<file path="config.mk">
export PLATFORM = sky130hd
export DESIGN_NAME = pipe_stage2
export DESIGN_NICKNAME = d
export VERILOG_FILES = /design/src/rtl/pipe_pkg.sv /design/src/rtl/pipe_alu.sv /design/src/rtl/pipe_stage2.sv
export SDC_FILE = /design/constraint.sdc
export NUM_CORES = 1
export LEC_CHECK = 0
export BUFFER_PORTS_ARGS = -buffer_cell sky130_fd_sc_hd__buf_2
export CAP_MARGIN = 20
export CORE_MARGIN = 2
export CORE_UTILIZATION = 30
export CTS_BUF_LIST = sky130_fd_sc_hd__clkbuf_4 sky130_fd_sc_hd__clkbuf_8
export CTS_CLUSTER_DIAMETER = 80
export DETAILED_ROUTE_END_ITERATION = 16
export PLACE_DENSITY = 0.46
export SKIP_CTS_REPAIR_TIMING = 1
export SLEW_MARGIN = 20
export SYNTH_ARGS = -nofsm -noshare
export SYNTH_HDL_FRONTEND = slang
export SYNTH_SLANG_ARGS = --single-unit
</file>
<file path="constraint.sdc">
create_clock -name clk -period 5.5 [get_ports clk]
set_input_delay 1.1 -clock clk [delete_from_list [all_inputs] [get_ports clk]]
set_output_delay 1.1 -clock clk [all_outputs]
set_load 0.05 [all_outputs]
</file>
<file path="src/rtl/pipe_pkg.sv">
// Shared encodings for the execute/writeback stage.
// Shift/logic codes, opcode classes, sequencer states.
package pipe_pkg;

   localparam logic [1:0] SH_ADD   = 2'd0;
   localparam logic [1:0] SH_SHL   = 2'd1;
   localparam logic [1:0] SH_SHR   = 2'd2;
   localparam logic [1:0] SH_LOGIC = 2'd3;

   localparam logic [2:0] LG_ZERO = 3'd0;
   localparam logic [2:0] LG_INV  = 3'd1;
   localparam logic [2:0] LG_XOR  = 3'd2;
   localparam logic [2:0] LG_AND  = 3'd3;
   localparam logic [2:0] LG_PASS = 3'd4;
   localparam logic [2:0] LG_OR   = 3'd5;
   localparam logic [2:0] LG_ONES = 3'd6;

   typedef enum logic [1:0] {
      CL_NOP,
      CL_ALU,
      CL_CMP,
      CL_LDI
   } op_class_e;

   typedef enum logic {
      IDLE,
      IMM_WAIT
   } state_e;

   // Suppress wins: stage1 only raises it for LDI opcodes.
   function automatic op_class_e classify(
      input logic [7:0] op,
      input logic       sup
   );
      logic [3:0] hi;
      logic [5:0] top;
      hi  = op[7:4];
      top = op[7:2];
      if (sup)
         return CL_LDI;
      else if (hi inside {4'd1, 4'd2, 4'd9, 4'd10, 4'd11} ||
               top inside {6'd1, 6'd12, 6'd32, 6'd33, 6'd34})
         return CL_ALU;
      else if (hi == 4'd12)
         return CL_CMP;
      else
         return CL_NOP;
   endfunction

endpackage

</file>
<file path="src/rtl/pipe_alu.sv">
// Combinational ALU: operand transform, adder, shifter, logic unit.
// Produces the result value plus carry, zero and negative flags.
module pipe_alu
   import pipe_pkg::*;
#(
   parameter int WIDTH = 8
) (
   input  logic [WIDTH-1:0] a,
   input  logic [WIDTH-1:0] b,
   input  logic [1:0]       shift,
   input  logic [2:0]       logic_op,
   input  logic             cin,
   output logic [WIDTH-1:0] value,
   output logic             cout,
   output logic             z,
   output logic             n
);

   logic [WIDTH-1:0] bop;
   logic [WIDTH-1:0] lres;
   logic [WIDTH:0]   sum;

   always_comb begin
      bop = b;
      case (logic_op)
         LG_ZERO: bop = '0;
         LG_INV:  bop = ~b;
         LG_ONES: bop = '1;
         default: bop = b;
      endcase
   end

   assign sum = {1'b0, a} + {1'b0, bop} + {{WIDTH{1'b0}}, cin};

   always_comb begin
      lres = '0;
      case (logic_op)
         LG_XOR:  lres = a ^ b;
         LG_AND:  lres = a & b;
         LG_OR:   lres = a | b;
         default: lres = '0;
      endcase
   end

   always_comb begin
      value = sum[WIDTH-1:0];
      cout  = sum[WIDTH];
      unique case (shift)
         SH_ADD: begin
            value = sum[WIDTH-1:0];
            cout  = sum[WIDTH];
         end
         SH_SHL: begin
            value = {a[WIDTH-2:0], 1'b0};
            cout  = a[WIDTH-1];
         end
         SH_SHR: begin
            value = {1'b0, a[WIDTH-1:1]};
            cout  = a[0];
         end
         SH_LOGIC: begin
            value = lres;
            cout  = 1'b0;
         end
      endcase
   end

   assign z = (value == '0);
   assign n = value[WIDTH-1];

endmodule

</file>
<file path="src/rtl/pipe_stage2.sv">
// Execute/writeback stage: register file, ALU writeback, flags,
// and the two-byte load-immediate sequence.
module pipe_stage2
   import pipe_pkg::*;
#(
   parameter int WIDTH = 8,
   parameter int NREGS = 4
) (
   input  logic                   clk,
   input  logic                   rst_n,
   input  logic [7:0]             pipe_in,
   input  logic [1:0]             lhs,
   input  logic [1:0]             rhs,
   input  logic [1:0]             in_shift,
   input  logic [2:0]             in_logic,
   input  logic [1:0]             in_carry,
   input  logic                   in_fetch_suppress,
   output logic [WIDTH-1:0]       result,
   output logic                   wb_valid,
   output logic [1:0]             wb_reg,
   output logic                   flag_z,
   output logic                   flag_c,
   output logic                   flag_n,
   output logic                   imm_pending,
   output logic [NREGS*WIDTH-1:0] dbg_regs
);

   logic [WIDTH-1:0] regs [NREGS];
   state_e           state;
   op_class_e        cls;
   logic [WIDTH-1:0] value;
   logic             cout;
   logic             z;
   logic             n;
   logic             unused;

   assign unused = in_carry[1];
   assign cls    = classify(pipe_in, in_fetch_suppress);

   pipe_alu #(.WIDTH(WIDTH)) u_alu (
      .a        (regs[lhs]),
      .b        (regs[rhs]),
      .shift    (in_shift),
      .logic_op (in_logic),
      .cin      (in_carry[0]),
      .value    (value),
      .cout     (cout),
      .z        (z),
      .n        (n)
   );

   // wb_reg doubles as the pending LDI destination while in IMM_WAIT.
   always_ff @(posedge clk or negedge rst_n) begin
      if (!rst_n) begin
         for (int i = 0; i < NREGS; i++)
            regs[i] <= '0;
         state    <= IDLE;
         result   <= '0;
         wb_valid <= 1'b0;
         wb_reg   <= '0;
         flag_z   <= 1'b0;
         flag_c   <= 1'b0;
         flag_n   <= 1'b0;
      end else begin
         wb_valid <= 1'b0;
         unique case (state)
            IDLE: begin
               unique case (cls)
                  CL_LDI: begin
                     state  <= IMM_WAIT;
                     wb_reg <= pipe_in[1:0];
                  end
                  CL_ALU: begin
                     regs[lhs] <= value;
                     result    <= value;
                     wb_valid  <= 1'b1;
                     wb_reg    <= lhs;
                     flag_z    <= z;
                     flag_c    <= cout;
                     flag_n    <= n;
                  end
                  CL_CMP: begin
                     flag_z <= z;
                     flag_c <= cout;
                     flag_n <= n;
                  end
                  CL_NOP: ;
               endcase
            end
            IMM_WAIT: begin
               regs[wb_reg] <= WIDTH'(pipe_in);
               result       <= WIDTH'(pipe_in);
               wb_valid     <= 1'b1;
               state        <= IDLE;
            end
         endcase
      end
   end

   assign imm_pending = (state == IMM_WAIT);

   always_comb begin
      dbg_regs = '0;
      for (int i = 0; i < NREGS; i++)
         dbg_regs[i*WIDTH +: WIDTH] = regs[i];
   end

endmodule
</file>
# ---- After elaboration in Yosys (flattened, before gate mapping)
# Index checks and enable logic that the tools add are counted.
dict set report classes {
  mux 28
  n_div 0
  n_shift 0
  eq_ne 23
  n_lt_le_gt_ge 5
  bitwise_logic 8
  reduce_logical 12
  multipliers 0
  add_sub_neg 2
}
# op count
set ops {}
lappend ops {{$bwmux 32} 2}
lappend ops {{$pmux 32 s2} 1}
lappend ops {{$mux 8} 7}
lappend ops {{$pmux 8 s3} 2}
lappend ops {{$bmux 8 s2} 2}
lappend ops {{$demux 8 s2} 2}
lappend ops {{$mux 32} 1}
lappend ops {{$pmux 8 s4} 1}
lappend ops {{$eq 6x6->1 const B} 3}
lappend ops {{$eq 4x4->1 const B} 4}
lappend ops {{$pmux 8 s2} 1}
lappend ops {{$reduce_bool 5->1} 2}
lappend ops {{$add 8x8->9} 1}
lappend ops {{$add 9x1->9} 1}
lappend ops {{$ge 3x3->1 const B} 3}
lappend ops {{$not 2->3} 3}
lappend ops {{$and 8x8->8} 1}
lappend ops {{$eq 2x2->1 const B} 4}
lappend ops {{$logic_not 8->1} 1}
lappend ops {{$not 8->8} 1}
lappend ops {{$or 8x8->8} 1}
lappend ops {{$xor 8x8->8} 1}
lappend ops {{$eq 3x2->1 const B} 2}
lappend ops {{$eq 3x3->1 const B} 2}
lappend ops {{21 further kinds} 29}
dict set report word_totals {
  memories 0
  mem_bits_rw 0
  inputBits 22
  rom_bits 0
  regBits 47
  out_inout_bits 47
  latchBits 0
  wordCells 89
}

# ---- Longest topological paths before layout
# Gate-level depths: netlist of the first run.
dict set report logic_depth {
  ltp_word 12
  depth_mapped 14
  depth_no_buf 13
}

# ---- By module
# A second synthesis of the first run with hierarchy kept.
dict set report unflattened {
  hier_cells 409
  hier_area_um2 4046.4
}
# mod n_inst cells_each area_per_inst_um2 seq_area_each_um2
set by_module_without_submodules {}
lappend by_module_without_submodules {pipe_stage2 1 242 2781.4 1176.1}
lappend by_module_without_submodules {pipe_alu 1 167 1265.0 0.0}

# ---- Least setup slack after synthesis of the first run
# OpenSTA, ideal clock, no wires.
dict set report synth_timing {
  kind {input -> register}
  start {input rhs[0]}
  end {register regs (netlist bit dbg_regs[14])}
  n_path_buf 1
  arrival_time_ns 4.223
  t_required_ns 5.379
  path_stages 14
  setup_slack_ns 1.156
  setup_time_ns 0.121
  cell_sequence {clkbuf_1 mux4_2 o21ai_0 nand2_1 fa_1 inv_1 fa_1 nor2b_1 o21ai_1 a21oi_1 or3_1 a21oi_1 nor3_1 o22a_1}
}
dict set report synth_between {
  elab_chain_len 12
  word_cells_on_any_way 16
  classes_between {2 x add/sub; 9 x mux; 5 x bitwise}
}
# element line
set synth_lines {}
lappend synth_lines {{from (decl)} pipe_stage2.sv:13} ;# input logic [1:0] rhs,
lappend synth_lines {{$not 2->3 (implied by the code) (*)} pipe_stage2.sv:42} ;# .b (regs[rhs]),
lappend synth_lines {{$bmux 8 s2 (*)} pipe_stage2.sv:42}
lappend synth_lines {{$mux 8 (implied by the code) (*) (2 in series)} pipe_stage2.sv:42}
lappend synth_lines {{$not 8->8} pipe_alu.sv:27} ;# LG_INV: bop = ~b;
lappend synth_lines {{$pmux 8 s3} pipe_alu.sv:25} ;# case (logic_op)
lappend synth_lines {{$add 8x8->9} pipe_alu.sv:33} ;# assign sum = {1'b0, a} + {1'b0, bop} + {{WIDTH{1'b0}}, cin};
lappend synth_lines {{$add 9x1->9} pipe_alu.sv:33}
lappend synth_lines {{$pmux 8 s4 (*)} pipe_alu.sv:48} ;# unique case (shift)
lappend synth_lines {{$bwmux 32 (*)} pipe_stage2.sv:74} ;# regs[lhs] <= value;
lappend synth_lines {{$mux 32 (*)} pipe_stage2.sv:68} ;# unique case (cls)
lappend synth_lines {{$pmux 32 s2 (*)} pipe_stage2.sv:66} ;# unique case (state)
lappend synth_lines {{to (signal, indexed assignment)} pipe_stage2.sv:74}
lappend synth_lines {{to (signal, indexed assignment)} pipe_stage2.sv:91} ;# regs[wb_reg] <= WIDTH'(pipe_in);
lappend synth_lines {{to (decl)} pipe_stage2.sv:28} ;# logic [WIDTH-1:0] regs [NREGS];
# Every way passes the cells marked *; elsewhere a longest branch is shown, timed or not. The select of a mux whose other input is x is not followed.
# A chain may end at the register's enable or synchronous reset.

# ---- Worst setup path in the final report of the first run
dict set report layout_timing {
  start {input rhs[0]}
  end {register regs (netlist bit dbg_regs[6])}
}
# The elaborated chain is that of the path after synthesis.

==> flow_summary.ini, run 1 <==
[logic_synthesis]
synth_seq_cells = 47
synth_cells = 411
yosys_warnings = 0
syn_avg_cell_area_um2 = 9.32
yosysTopAreaCell = dfrtp_1
synthesis.area_mm2 = 0.00383
yosysSeqAreaShare = 0.307
synth-edff-count = 0
ys_async_sr_fraction = 1.00
synth_nets = 458
synth_top_area_frac = 0.307
synth-main-ff-cell = dfrtp_1
yosysUniqueCellTypes = 51
synthTopCellsByArea = dfrtp_1 31%, ha_1 7.5%, mux4_2 7.1%

[setup_path]
timing.rr.end = dbg_regs[6]
r2r_cells = 13
reg2reg_slack_ns = 1.86
crit_fanout = 8
cp.required_ns = 5.68
r2r_start = dbg_regs[16]
path_class = input port to flip-flop
path_cells = buf_2, mux4_2, o21ai_0, nand2_1, fa_1, inv_1, fa_1, nor2b_1, o21ai_1, a21oi_1, or3_1, a21oi_1, o32a_1, o21ai_0
cp-end-kind = flip-flop
slowest_stage = mux4_2
critPathLaunchType = input port
worstPathArrival_ns = 4.53
critical_path.max_stage_delay_ns = 0.62

[place]
hpwl_um = 9260
place_area_mm2 = 0.00430
port_buffers = 67
place_congestion = 0.868

[min_path]
hold_path_end = flag_n
hold_start = flag_n
min_path_type = flip-flop to flip-flop
hold_depth = 2

[layout]
final_area_mm2 = 0.00440
drive_gt1_frac = 0.228
register_area_mm2 = 0.00118
multi_input_area_mm2 = 0.00246
final_net_count = 510
n_fill_cell = 1338
diodes = 0
area_growth_pct = 14.9
largest_reg_flops = 32

[run_status]
run_status = completed

[detailed_routing]
ant_nets = 0
drtPass1Iterations = 5
detail_route.wl_per_cell_um = 19.0
num_vias = 3483
wirelength_um = 12100
drt_iter0_markers = 217
drc_errors = 0
viasPerCell = 5.48

[clock_network]
cts_buffer_depth = 2
cts_sinks = 47
htreeDepth = 2
cts_made_buffers = 5
clockRootBuffer = clkbuf_8
path_clk_slew_ns = 0.09
clk-insertion-delay-late_ns = 0.31
cts_tree = built

[sta]
report.final.slew_viol_count = 0
fmax_mhz = 230
finalSetupViolations = 0
fin_crit_sh = 0.792
worst_pin_slew_ns = 1.06
skew_ns = 0.00695
fin_setup_tns_ns = 0
hold_viol = 0
min_period_ns = 4.36
slew_headroom = 0.292
rsz0062_at_grt = false

[die]
die-area_mm2 = 0.0137
coreArea_mm2 = 0.0126
start_util = 0.305
ios = 69
fp.dieW_um = 117
die_h_um = 117
row_count = 41

[grt]
grt_max_degree = 48
global_route.overflow_total = 0
grt_usage = 0.186
grt_pass1_wl_um = 19500
antenna_found_initial = 0
grt_pass1_vias = 3527

[power]
pwr_density_cell_mw_per_mm2 = 492
power.leakage_nw = 1.91
ir_drop_v = 0.000186

[job]
max_cap_violations = 0
[layout make-up]
| cell class | count | share of cell area |
|---|---|---|
| Clock buffer | 8 | 0.0236 |
| Inverter | 22 | 0.0188 |
| Multi-Input combinational cell | 316 | 0.559 |
| Sequential cell | 47 | 0.267 |
| Tap cell | 172 | 0.0489 |
| Timing Repair Buffer | 71 | 0.0830 |
[metal layers]
layer,vias to the layer above,track usage,wire length (um)
met5,-,0,0
met1,1708,0.260,5630
met3,14,0.0227,497
li1,1665,-,-
met2,96,0.304,5750
met4,0,0.0541,199
[Yosys cell counts (6+ instances only)]
cell / instances
dfrtp_1: 47
nand2_1: 41
o21ai_0: 34
ha_1: 23
o21a_1: 23
inv_1: 22
o221ai_1: 21
a21oi_1: 16
mux2i_1: 16
nor2_1: 14
mux4_2: 12
clkbuf_1: 11
o22a_1: 11
nor2b_1: 9
a22oi_1: 8
buf_2: 8
o2bb2ai_1: 7
buf_1: 6
nand2b_1: 6
o21ai_1: 6
[worst max path at each step]
stage	start	endpoint	cells past startpoint
after CTS	rhs[0]	dbg_regs[6]	14
after floorplan	rhs[0]	dbg_regs[14]	14
final	rhs[0]	dbg_regs[6]	14
after global placement	rhs[0]	dbg_regs[6]	14
after detailed placement	rhs[0]	dbg_regs[6]	14
after global routing	rhs[0]	dbg_regs[14]	14
[worst max-delay path, delay by kind of cell]
kind | cells | cell delay (ns)
compound gates | 6 | 1.33
mux | 1 | 0.62
buf+inv | 2 | 0.35
simple gates | 3 | 0.50
fa+ha+maj | 2 | 0.64
[layout by cell type, fill, tap and decap left out, types with 6 or more instances in the layout]
master     synthesis  layout
a21oi_1           16      16
a22oi_1            8       8
buf_2              8      67
clkbuf_8           0       7
dfrtp_1           47      47
ha_1              23      23
inv_1             22      22
mux2i_1           16      16
mux4_2            12      12
nand2_1           41      41
nand2b_1           6       6
nor2_1            14      14
nor2b_1            9       9
o21a_1            23      23
o21ai_0           34      34
o21ai_1            6       6
o221ai_1          21      21
o22a_1            11      11
o2bb2ai_1          7       7
[power by group]
part           internal (mW)  total, mW  switching, mW
sequential             0.453      0.581          0.128
clock                  0.120      0.242          0.122
combinational          0.450       1.34          0.890
total                   1.02       2.16           1.14
[stage by stage]
step | utilization | total power, mW | worst slack [ns] | hold WS (ns) | instances
finish | 0.350 | 2.16 | 1.14 | 0.534 | 636
floorplan | - | 1.58 | 1.16 | 0.758 | 411
detailed placement | 0.342 | 1.93 | 0.812 | 0.523 | 628
global route | 0.350 | 2.33 | 0.888 | 0.558 | 636
global placement | 0.342 | 1.92 | 0.827 | 0.518 | 628
CTS | 0.350 | 2.18 | 1.16 | 0.542 | 636
[cells by family (layout without fill, tap and decap cells)]
logic type | after synthesis | in the layout | synth area share
buffers and inverters | 48 | 101 | 0.0516
multiplexers | 33 | 33 | 0.127
AND/OR/NAND/NOR | 90 | 90 | 0.111
XOR/XNOR | 5 | 5 | 0.0114
flip-flops | 47 | 47 | 0.307
AO/OA/AOI/OAI | 163 | 163 | 0.307
adder cells (fa/ha/maj) | 25 | 25 | 0.0855
No activity file was read; power rests on OpenSTA's default activity.
==> run 2: changes to the inputs <==
==> constraint.sdc (replaced) <==
create_clock -name clk -period 4.1 [get_ports clk]
set_input_delay 0.82 -clock clk [delete_from_list [all_inputs] [get_ports clk]]
set_output_delay 0.82 -clock clk [all_outputs]
set_load 0.05 [all_outputs]
==> flow_summary.ini, run 2 (synthesis gave the netlist of run 1 again) <==
[job]
max_cap_violations = 0

[sta]
setup_slack_ns = 0.514
report.final.slew_viol_count = 0
fin_setup_tns_ns = 0
finalSetupViolations = 0
slew_headroom = 0.400
worst_pin_slew_ns = 0.899
min_period_ns = 3.59
fmax_mhz = 279
hold_viol = 0
fin_crit_sh = 0.875
rsz0062_at_grt = false
skew_ns = 0.00400

[grt]
grt_pass1_wl_um = 19100
grt_usage = 0.181
global_route.overflow_total = 0
antenna_found_initial = 0
grt_pass1_vias = 3545
grt_use_met2 = 0.301
top_usage_layer = met2
met1_usage = 0.251
grtUsageMet3 = 0.0221
grt_max_degree = 30

[power]
power.leakage_nw = 1.96
ir_drop_v = 0.000228
pwr_density_cell_mw_per_mm2 = 652

[place]
place_congestion = 0.821
hpwl_um = 9380
port_buffers = 67
placed_cells = 639
pre_cts_ws_ns = 0.187

[detailed_routing]
detail_route.wl_per_cell_um = 18.3
drtPass1Iterations = 4
num_vias = 3470
wirelength_um = 11800
drt_iter0_markers = 228
drc_errors = 0
viasPerCell = 5.36
ant_nets = 0

[clock_network]
htreeDepth = 2
path_clk_slew_ns = 0.08
clk-insertion-delay-late_ns = 0.30
clockRootBuffer = clkbuf_8
cts_tree = built
cts_sinks = 47
cts_made_buffers = 5
cts_buffer_depth = 2

[die]
row_count = 41
fp.dieW_um = 117
die-area_mm2 = 0.0137
die_h_um = 117
ios = 69
coreArea_mm2 = 0.0126
start_util = 0.305

[layout]
largest_reg_flops = 32
mostFrequentLayoutCells = 67 x buf_2, 47 x dfrtp_1, 41 x nand2_1, 34 x o21ai_0
final_net_count = 521
diodes = 0
drive_gt1_frac = 0.248
final_core_util = 0.357
area_growth_pct = 17.1
stdcell_count = 647
layout_commonest_cell = buf_2

[setup_path]
path_class = input port to flip-flop
critPathLaunchType = input port
slowest_stage = mux4_2
crit_fanout = 6
cp.required_ns = 4.29
critical_path.max_stage_delay_ns = 0.57
path_cells = buf_2, mux4_2, o21ai_0, nand2_1, fa_1, inv_1, fa_1, nor2b_1, o21ai_1, a21oi_1, or3_1, a21oi_1, buf_4, nor3_1, o22a_1
cp-end-kind = flip-flop
worstPathArrival_ns = 3.78

[run_status]
run_status = completed

[min_path]
min_path_type = input port to async pin
[run 2: worst paths after layout]
| check | startpoint | end | slack [ns] | cells after the start |
|---|---|---|---|---|
| setup / recovery | rhs[0] | dbg_regs[22] | 0.51 | 15 |
| hold / removal | rst_n | result[7] | 0.46 | 1 |
| setup reg to reg | dbg_regs[16] | dbg_regs[22] | 0.75 | 14 |
| hold reg to reg | flag_n | flag_n | 0.54 | 2 |
| max in group asynchronous | rst_n | dbg_regs[18] | 2.89 | 2 |
| min in group clk | flag_n | flag_n | 0.54 | 2 |
[run 2: worst max-delay path: cells and delay by family]
family	cells	cell delay (ns)
compound gates	5	0.82
mux	1	0.57
fa+ha+maj	2	0.64
simple gates	4	0.56
buf+inv	3	0.38
[run 2: report_power, final]
part	total, mW	switching, mW	internal (mW)
Sequential	0.784	0.176	0.608
Combinational	1.82	1.19	0.634
Clock	0.319	0.158	0.161
[run 2: cell type report]
| cell class | instances | area [um2] |
|---|---|---|
| clock buffer | 8 | 104 |
| fill | 1340 | 8080 |
| inverter | 22 | 82.6 |
| multi-input combinational | 316 | 2460 |
| sequential | 47 | 1180 |
| tap | 172 | 215 |
| timing repair buffer | 82 | 448 |
[run 2: stage by stage]
step	hold WS (ns)	cell area, um2	power, mW
floorplan	0.524	3830	2.12
global placement	0.524	4380	2.60
detailed placement	0.529	4380	2.62
CTS	0.462	4480	2.95
global route	0.474	4490	3.16
finish	0.459	4490	2.93
[run 2: routing by layer]
layer	share of wire	vias up
met3	0.033	4
li1	-	1684
met5	0	-
met4	0.0057	0
met2	0.49	73
met1	0.47	1709
